**src/rtl/mac_accum_stage.sv**
```systemverilog
// Sums vec_len unsigned products per vector into an ACC_W accumulator and presents a dot-product result with overflow flagging.
// Latency: result valid 1 cycle after the last product of a vector; back-to-back vectors need no dead cycle.
// Backpressure: input never stalls; a completion while the held result is unaccepted is dropped and sets sticky overrun.
module mac_accum_stage #(
    parameter int PROD_W = 16,
    parameter int ACC_W  = 24,
    parameter int LEN_W  = 8
) (
    input  logic              clk,
    input  logic              rst_n,
    input  logic              clr,
    input  logic [PROD_W-1:0] prod_in,
    input  logic              prod_valid,
    input  logic [LEN_W-1:0]  vec_len,
    input  logic              sat_en,
    output logic [ACC_W-1:0]  res_out,
    output logic              res_sat,
    output logic              res_valid,
    input  logic              res_ready,
    output logic              overrun,
    output logic              busy
);

    typedef enum logic {IDLE, ACCUM} state_t;

    state_t             state_q, state_d;
    logic [ACC_W-1:0]   acc_q, acc_d;
    logic [LEN_W-1:0]   cnt_q, cnt_d;
    logic [LEN_W-1:0]   len_q, len_d;
    logic               ovf_q, ovf_d;

    logic [ACC_W-1:0]   prod_ext;
    logic [ACC_W:0]     sum;
    logic               carry;
    logic [ACC_W-1:0]   acc_add;
    logic [LEN_W-1:0]   len_eff;
    logic [LEN_W-1:0]   cnt_inc;
    logic               complete;
    logic [ACC_W-1:0]   cand;
    logic               cand_sat;

    assign prod_ext = {{(ACC_W-PROD_W){1'b0}}, prod_in};
    assign sum      = {1'b0, acc_q} + {1'b0, prod_ext};
    assign carry    = sum[ACC_W];
    // Saturated accumulator plus any nonzero product carries again, so it stays pinned at all-ones.
    assign acc_add  = (carry && sat_en) ? {ACC_W{1'b1}} : sum[ACC_W-1:0];
    assign len_eff  = (vec_len == '0) ? LEN_W'(1) : vec_len;
    assign cnt_inc  = cnt_q + LEN_W'(1);
    assign busy     = (state_q == ACCUM);

    always_comb begin
        state_d  = state_q;
        acc_d    = acc_q;
        cnt_d    = cnt_q;
        len_d    = len_q;
        ovf_d    = ovf_q;
        complete = 1'b0;
        cand     = acc_q;
        cand_sat = ovf_q;
        if (prod_valid) begin
            case (state_q)
                IDLE: begin
                    len_d = len_eff;
                    acc_d = prod_ext;
                    cnt_d = LEN_W'(1);
                    ovf_d = 1'b0;
                    if (len_eff == LEN_W'(1)) begin
                        complete = 1'b1;
                        cand     = prod_ext;
                        cand_sat = 1'b0;
                    end else begin
                        state_d = ACCUM;
                    end
                end
                ACCUM: begin
                    acc_d = acc_add;
                    cnt_d = cnt_inc;
                    ovf_d = ovf_q | carry;
                    if (cnt_inc == len_q) begin
                        complete = 1'b1;
                        cand     = acc_add;
                        cand_sat = ovf_q | carry;
                        state_d  = IDLE;
                    end
                end
                default: ;
            endcase
            if (complete) begin
                acc_d = '0;
                cnt_d = '0;
                ovf_d = 1'b0;
            end
        end
    end

    always_ff @(posedge clk or negedge rst_n) begin
        if (!rst_n) begin
            state_q   <= IDLE;
            acc_q     <= '0;
            cnt_q     <= '0;
            len_q     <= '0;
            ovf_q     <= 1'b0;
            res_out   <= '0;
            res_sat   <= 1'b0;
            res_valid <= 1'b0;
            overrun   <= 1'b0;
        end else if (clr) begin
            state_q   <= IDLE;
            acc_q     <= '0;
            cnt_q     <= '0;
            len_q     <= '0;
            ovf_q     <= 1'b0;
            res_out   <= '0;
            res_sat   <= 1'b0;
            res_valid <= 1'b0;
            overrun   <= 1'b0;
        end else begin
            state_q <= state_d;
            acc_q   <= acc_d;
            cnt_q   <= cnt_d;
            len_q   <= len_d;
            ovf_q   <= ovf_d;
            if (complete) begin
                // Output slot is free if empty or being drained this same edge.
                if (!res_valid || res_ready) begin
                    res_out   <= cand;
                    res_sat   <= cand_sat;
                    res_valid <= 1'b1;
                end else begin
                    overrun <= 1'b1;
                end
            end else if (res_valid && res_ready) begin
                res_valid <= 1'b0;
            end
        end
    end

endmodule

```
**config.mk**
```make
export PLATFORM = sky130hd
export DESIGN_NAME = mac_accum_stage
export DESIGN_NICKNAME = d
export VERILOG_FILES = /design/src/rtl/mac_accum_stage.sv
export SDC_FILE = /design/constraint.sdc
export NUM_CORES = 1
export LEC_CHECK = 0
export CAP_MARGIN = 0
export CORE_MARGIN = 5
export CORE_UTILIZATION = 57
export DETAILED_ROUTE_END_ITERATION = 12
export PLACE_DENSITY_LB_ADDON = 0.3
export SLEW_MARGIN = 15
export SYNTH_ARGS = -nofsm -noshare
export SYNTH_HDL_FRONTEND = slang
export SYNTH_SLANG_ARGS = --single-unit
```
**constraint.sdc**
```tcl
create_clock -name clk -period 3.95 [get_ports clk]
set_input_delay 0.9875 -clock clk [delete_from_list [all_inputs] [get_ports clk]]
set_output_delay 0.9875 -clock clk [all_outputs]
set_load 0.01 [all_outputs]
```
==> run metrics, run 1 <==
via count=4998; WL/cell=20.4 um; area grow syn2layout=19.9%; final WL=15300 um; final max-slew violation count=0; DIE WIDTH=104 um; Congestion Overflow GR=0; end-of-flow core utilization=69.5%; Crit Path Max Fanout=4; cts bufs inserted=9; CTS tree=yes; hold_buf cts=0; cell taking the most area after synthesis=dfrtp_1; Placer Congestion=0.968; dpl cell area=5800 sq um; layout cells sized above 1=13.6%; Synth Area in Simple Gates=21.7%; gr usage total=27.8%; pre-CTS WS=-0.226 ns; nets@finish=688; root buf cell=clkbuf_8; yosys warns=0; Die Ht=104 um; Post-synth EDFFs=0; fmax=263 MHz; fillers=710; top_reg_cell synth=dfrtp_1; met3 usage=4.35%; Top Usage Layer GRT=met2; htree depth=3; Port Buffers=57; number of synthesized register bits=69; die area=10800 sq um; syn nets=621; # IOs=58; Leakage Power=2.66 nW; Clock Skew=0.0120 ns; number of vias per cell=6.64; total iterations of the first detailed-routing run=6; hpwl dp=10800 um; vias in the first global route=4865; M2 GR Usage=44.2%; critical path cell sequence=clkdlybuf4s50_1, ha_1, fa_1, a211oi_2, nor3_1, or4_1, and4_1, buf_4, nor2_1, a21oi_1, a22o_1; Worst VDD drop=228 uV; Setup Viol. Count Final=0; Startpoint Class=input port; critical path required time=4.19 ns; row cnt=34; Post-Synth XOR/XNOR Area=4.02%; largest family of logic cells by synthesized area=compound AO/OA/AOI/OAI gates; Top delay family on crit path=simple AND/OR/NAND/NOR gates; largest net degree at the start of global routing=47; Max-Slew Margin vs Limit=22.5%; Crit Path Class=input port to flop; power per cell area=324 nW/um^2; status=finished, final reports clean; CP max stage cell=or4_1; post-synthesis compound-gate area fraction=26.5%; Initial DRC Count=463; RSZ-0062 raised after global routing=false; first-pass GRT wire length=24700 um; Placeable Area=8640 sq um; mux cell area share after synthesis=4.85%; pin slew with the least headroom to its limit=1.16 ns; Critical Path AT=4.05 ns; FFs w/ async S/R, synth=100%; max cap viols=0; Min-Delay Path Class=flop to flop; sequential cell area=1730 sq um; synth top area cells=dfrtp_1 34%, ha_1 4.2%, nand2_1 4.2%; Crit path buffers/inverters=2; Seq/Total Area, Yosys=34.5%; Post-synth top cells=69 x dfrtp_1, 56 x nand2_1, 52 x nor2_1, 39 x a21oi_1, 32 x o21ai_0; Yosys top cell area share=34.5%; design area=6000 sq um; Skew-Pair Late Insertion Delay=0.35 ns; area occupied by multi-input gates=3100 sq um; syn avg cell area=8.74 sq um; Syn Inst Count=573; final worst-path setup slack=0.143 ns; Cell variety after synth=68; Detail Route Antenna Nets=0; number of remaining DRC errors=0; Clock Path Buffers=2; initial antenna violation count=0; post-layout min period=3.81 ns; nature of the critical path endpoint=flop; endpoints failing hold=0; starting density of the core=58.0%; Synth Cell Area=5010 sq um; Clk pin slew, worst setup/hold paths=0.08 ns; Diodes inserted=0; count leader, synth=dfrtp_1; clk sinks=69; fin crit share=96.4%; M1 GR Usage=38.4%; Critical Path Max Stage Delay=0.57 ns; Post-Synth Adder-Cell Area=4.65%
-- worst register-to-register path, stage by stage (launching register included) --
cell      delay (ns)
dfrtp_1         0.42
ha_1            0.22
fa_1            0.42
a211oi_2        0.30
nor3_1          0.12
or4_1           0.57
and4_1          0.25
buf_4           0.17
nor2_1          0.20
a21oi_1         0.11
a22o_1          0.22
-- worst paths after layout --
| check | from | to | slack (ns) | cells after the start |
|---|---|---|---|---|
| setup / recovery | prod_in[0] | acc_q[3]$_DFFE_PN0P_ | 0.14 | 11 |
| hold / removal | res_out[20]$_DFFE_PN0P_ | res_out[20]$_DFFE_PN0P_ | 0.50 | 1 |
| setup reg to reg | acc_q[0]$_DFFE_PN0P_ | acc_q[3]$_DFFE_PN0P_ | 0.84 | 10 |
| hold reg to reg | res_out[20]$_DFFE_PN0P_ | res_out[20]$_DFFE_PN0P_ | 0.50 | 1 |
| max in group asynchronous | rst_n | cnt_q[4]$_DFFE_PN0P_ | 2.38 | 2 |
| min in group asynchronous | rst_n | res_out[10]$_DFFE_PN0P_ | 0.76 | 1 |
-- state kept, by name (all words and copies together), names as in the netlist --
signal	count
res_out	24
len_q	8
ovf_q	1
busy	1
res_sat	1
res_valid	1
acc_q	24
cnt_q	8
overrun	1
-- power breakdown --
| group | internal (mW) | switching, mW |
|---|---|---|
| Clock | 0.311 | 0.295 |
| Combinational | 0.232 | 0.332 |
| Sequential | 0.741 | 0.0351 |
-- per-stage QoR --
step | cells | hold WS, ns | setup TNS [ns] | power [mW]
after floorplan | 573 | 0.492 | 0 | 1.13
after global placement | 737 | 0.482 | -0.394 | 1.32
after detailed placement | 737 | 0.486 | -2.74 | 1.34
after CTS | 753 | 0.505 | 0 | 1.94
after global routing | 753 | 0.527 | 0 | 2.03
final | 753 | 0.505 | 0 | 1.94
-- cell type report --
cell class | instances | area share [%]
multi-input cells | 460 | 51.7
clock inverters | 5 | 0.980
inverters | 13 | 0.813
clock buffers | 11 | 2.36
flip-flops and latches | 69 | 28.8
repair buffers | 87 | 13.2
well taps | 108 | 2.25
-- per-layer routing --
| metal | up-vias | part of all wire [%] | routed length (um) |
|---|---|---|---|
| li1 | 2283 | - | - |
| met2 | 278 | 47 | 7150 |
| met3 | 36 | 8.4 | 1280 |
| met1 | 2401 | 42 | 6490 |
| met5 | - | 0 | 0 |
| met4 | 0 | 2.7 | 416 |
-- what timing repair did --
action / CTS / global route
setup endpoints to repair: 0 / 1
buffers inserted: 0 / 0
gates resized for setup: 0 / 1
-- placed cells by master, fill, tap and decap left out, types with 5 or more instances in the layout --
| cell | instances |
|---|---|
| xor2_1 | 13 |
| o21ai_0 | 32 |
| nor2_1 | 52 |
| ha_1 | 17 |
| dfrtp_1 | 69 |
| o31ai_1 | 9 |
| o41ai_2 | 6 |
| mux2i_1 | 13 |
| a22o_1 | 21 |
| or2_2 | 5 |
| a31oi_1 | 18 |
| inv_1 | 11 |
| a21o_1 | 5 |
| mux2_2 | 10 |
| buf_4 | 30 |
| a32oi_1 | 5 |
| clkdlybuf4s50_1 | 56 |
| a211oi_1 | 7 |
| clkbuf_8 | 10 |
| nand2_1 | 56 |
| xnor2_1 | 10 |
| nor3_1 | 21 |
| nor4_1 | 5 |
| nand3_1 | 26 |
| and2_1 | 5 |
| a21oi_1 | 39 |
| and3_1 | 8 |
| nand4_1 | 5 |
-- cell families after synthesis --
group                      count (synthesis)
AOI/OAI and AO/OA                        183
buffers and inverters                     44
DFF                                       69
muxes                                     23
adders and majority gates                 18
xor gates and xnor gates                  23
and+or+nand+nor                          213
Power figures use the tool's default switching activity.
==> run 2, diff against run 1 <==
Settings changed: GPL_ROUTABILITY_DRIVEN set to 0, RECOVER_POWER set to 100.
==> run 2 against run 1 <==
Against the previous run:
- the flow now finishes with violations (capacitance limit, slew limit)
- combinational power decreased by 3.9%
- wire length decreased by 0.89%
- critical path type unchanged
- cell count shrank 0.13%
- highest routed layer unchanged
==> run metrics, run 2 (synthesis results as in run 1) <==
status=finished, violations left; failing checks=capacitance limit, slew limit; Clk pin slew, worst setup/hold paths=0.08 ns (about the same); Clock Path Buffers=2 (unchanged); critical path capture point=acc_q[4]$_DFFE_PN0P_; root buf cell=clkbuf_8; WL/cell=20.2 um (-0.76%); Setup Viol. Count Final=0 (unchanged); row cnt=34 (unchanged); CTS tree=yes; met2 wire len=6910 um (-3.3%); final worst-path setup slack=0.139 ns (-0.00327 ns); end-of-flow core utilization=69.1% (-0.42 points); fraction of power consumed by sequential logic=37.9% (-2.0 points); Logic pwr share=26.4% (-2.6 points); fillers=694 (-2.3%); vias in the first global route=5025 (+3.3%); DIE WIDTH=104 um (unchanged); Crit Path Class=input port to flop; Skew-Pair Late Insertion Delay=0.36 ns (about the same); Clock Skew=0.0139 ns (+0.00188 ns); register-to-register setup slack=0.30 ns (-0.54 ns); max cap viols=1 (+1); RSZ-0062 raised after global routing=false; Critical R2R Capture=cnt_q[1]$_DFFE_PN0P_; layout cells sized above 1=11.6% (-2.0 points); Congestion Overflow GR=0 (unchanged); Die Ht=104 um (unchanged); gr usage total=28.2% (+0.39 points); setup bufs post-CTS=0 (unchanged); final WL=15200 um (-0.89%); Post-Route M1 WL=6220 um (-4.2%); Reg2Reg Depth=8 (-2); die area=10800 sq um (unchanged); largest registers=acc_q: 24 flops, res_out: 24 flops; Max-Slew Margin vs Limit=-18.4% (-41 points); Leakage Power=2.73 nW (+2.6%); P_int=1.40 mW (+8.9%); WL met3=1490 um (+16%); r2r startpoint=cnt_q[0]$_DFFE_PN0P_; endpoints failing hold=0 (unchanged); area grow syn2layout=19.1%; Sw Share=31.8% (-2.2 points); Min-Delay Path Class=flop to flop; DR top layer=met4; sw power=653 uW (-1.4%); Placeable Area=8640 sq um (unchanged); Detail Route Antenna Nets=0 (unchanged); total iterations of the first detailed-routing run=5 (-1); post-layout min period=3.81 ns (+0.00327 ns); critical path required time=4.20 ns (about the same); pin slew with the least headroom to its limit=1.78 ns (+0.614 ns); nets@finish=687 (-0.15%); most common cell after layout, fill and taps aside=dfrtp_1; first-pass GRT wire length=25200 um (+1.8%); Port Buffers=57 (unchanged); crit path from=prod_in[0]; power per cell area=344 nW/um^2 (+6.0%); design area=5970 sq um (-0.60%); # IOs=58 (unchanged); hpwl dp=10500 um (-3.0%); final max-slew violation count=70 (+70); Finished Layout Cells=752 (-0.13%); Diodes inserted=0 (unchanged); nature of the critical path endpoint=flop; starting density of the core=58.0% (unchanged); htree depth=3 (unchanged); most frequent cells in the layout=69 x dfrtp_1, 56 x nand2_1, 53 x nor2_1; number of remaining DRC errors=0 (unchanged); Worst VDD drop=187 uV (-18%); clk sinks=69 (unchanged); initial antenna violation count=0 (unchanged); dpl cell area=5790 sq um (-0.13%); largest net degree at the start of global routing=70 (+49%); fmax=262 MHz (about the same); placed cells=736 (-0.14%); number of vias per cell=6.69 (+0.85%); cts bufs inserted=9 (unchanged); Crit Path Max Fanout=4 (unchanged); clock power share=35.7% (+4.6 points); Initial DRC Count=428 (-7.6%); Startpoint Class=input port; fin crit share=96.5% (about the same); Critical Path AT=4.06 ns (about the same); Final TNS setup=0 ns (unchanged); post-cts resize count=0 (unchanged); hold_buf cts=0 (unchanged); via count=5034 (+0.72%); pre-CTS WS=-0.132 ns (+0.0935 ns)
[run 2: worst min-delay path by stage]
| stage | start | endpoint | slack (ns) | depth (start not counted) |
|---|---|---|---|---|
| 4_1_cts | res_out[7]$_DFFE_PN0P_ | res_out[7]$_DFFE_PN0P_ | 0.51 | 2 |
| 6_report | res_out[9]$_DFFE_PN0P_ | res_out[9]$_DFFE_PN0P_ | 0.50 | 2 |
| 3_5_place_dp | res_out[12]$_DFFE_PN0P_ | res_out[12]$_DFFE_PN0P_ | 0.48 | 1 |
| 5_1_grt | res_out[12]$_DFFE_PN0P_ | res_out[12]$_DFFE_PN0P_ | 0.52 | 1 |
| 3_3_place_gp | res_out[20]$_DFFE_PN0P_ | res_out[20]$_DFFE_PN0P_ | 0.48 | 1 |
| 2_1_floorplan | acc_q[6]$_DFFE_PN0P_ | acc_q[6]$_DFFE_PN0P_ | 0.49 | 2 |
[run 2: metrics by stage]
step / total power [mW] / hold WS (ns)
floorplan: 1.13 / 0.492
global placement: 1.31 / 0.479
detailed placement: 1.33 / 0.485
CTS: 2.06 / 0.511
global route: 2.14 / 0.525
finish: 2.05 / 0.502
[run 2: layout make-up]
class / instances / area (sq um) / area share, %
Multi-Input combinational cell: 460 / 3050 / 51.1
Timing Repair Buffer: 86 / 761 / 12.8
Sequential cell: 69 / 1730 / 28.9
Inverter: 13 / 48.8 / 0.818
Clock buffer: 10 / 138 / 2.31
Tap cell: 108 / 135 / 2.27
Clock inverter: 6 / 109 / 1.82
[run 2: power groups by stage]
stage	clock network [mW]	registers [mW]	logic, mW
detailed placement	0	0.789	0.541
CTS	0.734	0.775	0.547
floorplan	0	0.786	0.349
global route	0.765	0.781	0.593
finish	0.732	0.776	0.542
global placement	0	0.787	0.527
[run 2: metal layers]
layer	track usage, %	vias to the layer above
met4	13.1	0
li1	-	2288
met5	0	-
met3	4.91	51
met1	38.1	2400
met2	44.1	295
[run 2: critical path, stage by stage]
cell and delay (ns):
clkdlybuf4s50_1 0.45, ha_1 0.25, fa_1 0.39, a211oi_1 0.31
nor3_1 0.14, or4_1 0.57, and4_1 0.25, clkbuf_1 0.18
nor2_1 0.20, a21oi_1 0.09, a22o_1 0.22
==> RTL change 1 (config.mk and constraints of run 2) <==
Reset style: synchronous (`rst_n`), changed in one clocked block.
--- a/src/rtl/mac_accum_stage.sv
+++ b/src/rtl/mac_accum_stage.sv
@@ -93,7 +93,7 @@
         end
     end
 
-    always_ff @(posedge clk or negedge rst_n) begin
+    always_ff @(posedge clk) begin
         if (!rst_n) begin
             state_q   <= IDLE;
             acc_q     <= '0;
Formal check against the unedited RTL: differs if rst_n is asserted again (counterexample within 4 cycles, from zero or initial values and one cycle with rst_n low); with rst_n held inactive, the same outputs for 4 cycles.
==> RTL change 1 against run 2 <==
Critical path depth is the same; synthesized area shrank 14%; setup slack gained 0.032 ns; synthesized cell count shrank 3.3%; routed wire length shrank 15%; highest routed layer unchanged; sequential cell count is the same; final area shrank 14%.
Power is not compared: it rests on default switching activity, and its combinational part moved more than twofold at a synthesized area within 25%.
==> RTL change 1: results (changes against run 2) <==
outcome finished clean; family with the most delay on the worst path compound AO/OA/AOI/OAI gates; DRT Pass-1 Iters 6 (+1); Unique masters post-synth 69 (+1.5%); syn nets 602 (-3.1%); Area contributors post-synth dfxtp_1 (32%), a21oi_1 (9.3%), o21ai_0 (7.2%); cells on worst reg2reg path 9 (+1); HPWL Detailed 8980 um (-14%); Reg-to-Reg Start cnt_q[0]$_SDFFE_PP0P_; Leak 2.02 nW; crit-path max FO 12 (+8); Worst-path clk slew 0.08 ns (about the same); first-pass GRT wire length 21400 um (-15%); Fill cells 621 (-11%); Syn Inst Count 554 (-3.3%); Met2 Wirelength 5850 um (-15%); number of DRC markers in iteration 0 403 (-5.8%); M1 WL 5430 um (-13%); layout cell share with drive strength beyond 1 0.0717 (-0.0448); crit path to acc_q[2]$_SDFFE_PP0P_; dpl cells 697 (-5.3%); DR vias 4656 (-7.5%); wire length per cell 18.1 um (-11%); DP Area 4990 um2 (-14%); Final Util 0.708 (+0.0168); mux cell area share after synthesis 0 (-0.0485); Worst Skew 0.0102 ns (-0.00370 ns); Compound-Gate Fraction of Synth Area 0.347 (+0.0822); met3 usage 0.0590 (+0.00986); Tcrit/Tclk final 0.957 (-0.00816); top_reg_cell synth dfxtp_1; XOR/XNOR Fraction of Synth Area 0.0468 (+0.00661); GRT Util Overall 0.269 (-0.0131); pre-CTS WS -0.0586 ns (+0.0739 ns); slowest stage delay, CP 0.48 ns (-0.09 ns); worst r2r dst res_out[11]$_SDFFE_PP0P_; # nets final 657 (-4.4%); Post-CTS Setup Inserts 0 (unchanged); vias in the first global route 4556 (-9.3%); commonest cells in the synthesized netlist a21oi_1 (80), dfxtp_1 (69), nand2_1 (66), o21ai_0 (62), nor2_1 (37); Non-Filler Instances 713 (-5.2%); relative slew slack 0.143 (+0.328); Async SR Flop Fraction 0 (-1.00); fraction of the yosys area taken by sequential cells 0.321 (-0.0236); CP max stage cell clkdlybuf4s50_1; met2 Use GR 0.429 (-0.0124); post-synthesis adder-cell area fraction 0.0541 (+0.00764); GR met1 Demand/Resource 0.354 (-0.0262); largest net degree at the start of global routing 32 (-54%); WL met3 1270 um (-14%)
==> RTL change 1: cell type report <==
class,instances,area share
Clock inverter,6,0.0170
Timing Repair Buffer,74,0.132
Clock buffer,10,0.0247
Sequential cell,69,0.268
Multi-Input combinational cell,449,0.530
Inverter,6,0.00436
Tap cell,99,0.0240
==> RTL change 1: worst min path at each step <==
stage                                       from                endpoint  slack (ns)  depth (start not counted)
after global placement    acc_q[12]$_SDFFE_PP0P_  acc_q[12]$_SDFFE_PP0P_        0.43                          2
final                     acc_q[12]$_SDFFE_PP0P_  acc_q[12]$_SDFFE_PP0P_        0.46                          2
after CTS                 acc_q[12]$_SDFFE_PP0P_  acc_q[12]$_SDFFE_PP0P_        0.46                          2
after floorplan           acc_q[12]$_SDFFE_PP0P_  acc_q[12]$_SDFFE_PP0P_        0.42                          2
after detailed placement  acc_q[12]$_SDFFE_PP0P_  acc_q[12]$_SDFFE_PP0P_        0.44                          2
after global routing      acc_q[12]$_SDFFE_PP0P_  acc_q[12]$_SDFFE_PP0P_        0.47                          2
==> RTL change 2 (config.mk and constraints of run 2) <==
Made on the original files. `PROD_W`: 16 -> 18.
--- a/src/rtl/mac_accum_stage.sv
+++ b/src/rtl/mac_accum_stage.sv
@@ -2,7 +2,7 @@
 // Latency: result valid 1 cycle after the last product of a vector; back-to-back vectors need no dead cycle.
 // Backpressure: input never stalls; a completion while the held result is unaccepted is dropped and sets sticky overrun.
 module mac_accum_stage #(
-    parameter int PROD_W = 16,
+    parameter int PROD_W = 18,
     parameter int ACC_W  = 24,
     parameter int LEN_W  = 8
 ) (
Interface: changed (resized prod_in); port bits go from 58 to 60. The function was not compared with the original's and may differ.
==> RTL change 2 against run 2 <==
The flow still finishes with violations (max-capacitance violations, max-slew violations); setup slack improved by 0.15 ns; routed wire length increased by 5.2%; synthesized area increased by 5.3%; worst hold slack improved by 0.012 ns; count of clock-buffer cells in the layout decreased by 1; combinational power increased by 15%; final cell count increased by 12%; sequential cell count unchanged; power increased by 5.3%; final area increased by 5.2%; critical path type is now reg -> reg; critical endpoint is now res_out[22]$_DFFE_PN0P_; largest cell class unchanged; largest power group unchanged.
==> RTL change 2: results (changes against run 2) <==
Compound-Gate Fraction of Synth Area 0.306 (+0.0416); Met2 Wirelength 7670 um (+11%); DRT Wirelength 16000 um (+5.2%); buffering overhead 0.128 (+0.000423); HPWL Detailed 10800 um (+2.9%); GRT Util Overall 0.284 (+0.00233); IO buf count 59 (+3.5%); Max-Cap Viols 1 (unchanged); pin slew with the least headroom to its limit 1.63 ns (-0.145 ns); clkbuf count 9 (-1); hold_sp res_out[14]$_DFFE_PN0P_; Leak 2.69 nW (-1.4%); Min-Delay Endpoint res_out[14]$_DFFE_PN0P_; fraction of the yosys area taken by sequential cells 0.328 (-0.0173); commonest cells in the synthesized netlist nor2_1 (80), nand2_1 (72), dfrtp_1 (69), o21ai_0 (62), a21oi_1 (57); met3 usage 0.0504 (+0.00127); clk tree area frac 0.0391 (-0.00226); failing checks max-capacitance violations, max-slew violations; Unique masters post-synth 66 (-2.9%); pre-CTS WS 0.00700 ns (+0.139 ns); outcome finished with violations; dpl cells 824 (+12%); sequential cells 69 (unchanged); Slew Limit Fails 36 (-49%); # nets final 776 (+13%); number of DRC markers in iteration 0 380 (-11%); Hold Path Stages 1 (-1)
==> RTL change 2: cell count changes after synthesis, moves of 7 or more <==
| cell | change |
|---|---|
| o21ai_0 | +30 |
| nor3_1 | -7 |
| a31oi_1 | +15 |
| inv_1 | +7 |
| nand2_1 | +16 |
| clkbuf_1 | +14 |
| a21oi_1 | +18 |
| nand3_1 | -7 |
| a21o_1 | +10 |
| mux2i_1 | -9 |
| nor2_1 | +28 |
==> RTL change 2: what timing repair did <==
item,4_1_cts,5_1_grt
endpoints found under the hold margin,0,0
resized for setup,0,1
endpoints found under the setup margin,0,2
==> RTL change 2: how the worst max path moves through the flow <==
stage	startpoint	cells past startpoint	slack [ns]	end
after CTS	prod_in[0]	12	0.25	res_out[19]$_DFFE_PN0P_
final	cnt_q[0]$_DFFE_PN0P_	9	0.29	res_out[22]$_DFFE_PN0P_
after detailed placement	prod_in[0]	11	0.007	res_out[15]$_DFFE_PN0P_
after global placement	prod_in[0]	11	0.08	res_out[15]$_DFFE_PN0P_
after global routing	prod_in[0]	12	0.11	res_out[19]$_DFFE_PN0P_
after floorplan	prod_in[0]	10	0.58	res_out[15]$_DFFE_PN0P_
==> RTL change 2: report_power, final <==
part | leakage [nW] | switching (mW) | total (mW) | internal, mW
combinational | 1.65 | 0.363 | 0.622 | 0.259
sequential | 0.914 | 0.0447 | 0.799 | 0.754
clock | 0.124 | 0.314 | 0.737 | 0.423
total | 2.69 | 0.722 | 2.16 | 1.44
==> RTL change 2: worst max-delay path, stage by stage, from the launching register on <==
cell	delay [ns]
dfrtp_1	0.47
ha_1	0.28
xnor3_1	0.38
nand3_1	0.08
or4b_1	0.58
a211oi_1	0.39
buf_12	0.28
and2_0	0.49
o211ai_1	0.29
o32ai_1	0.32
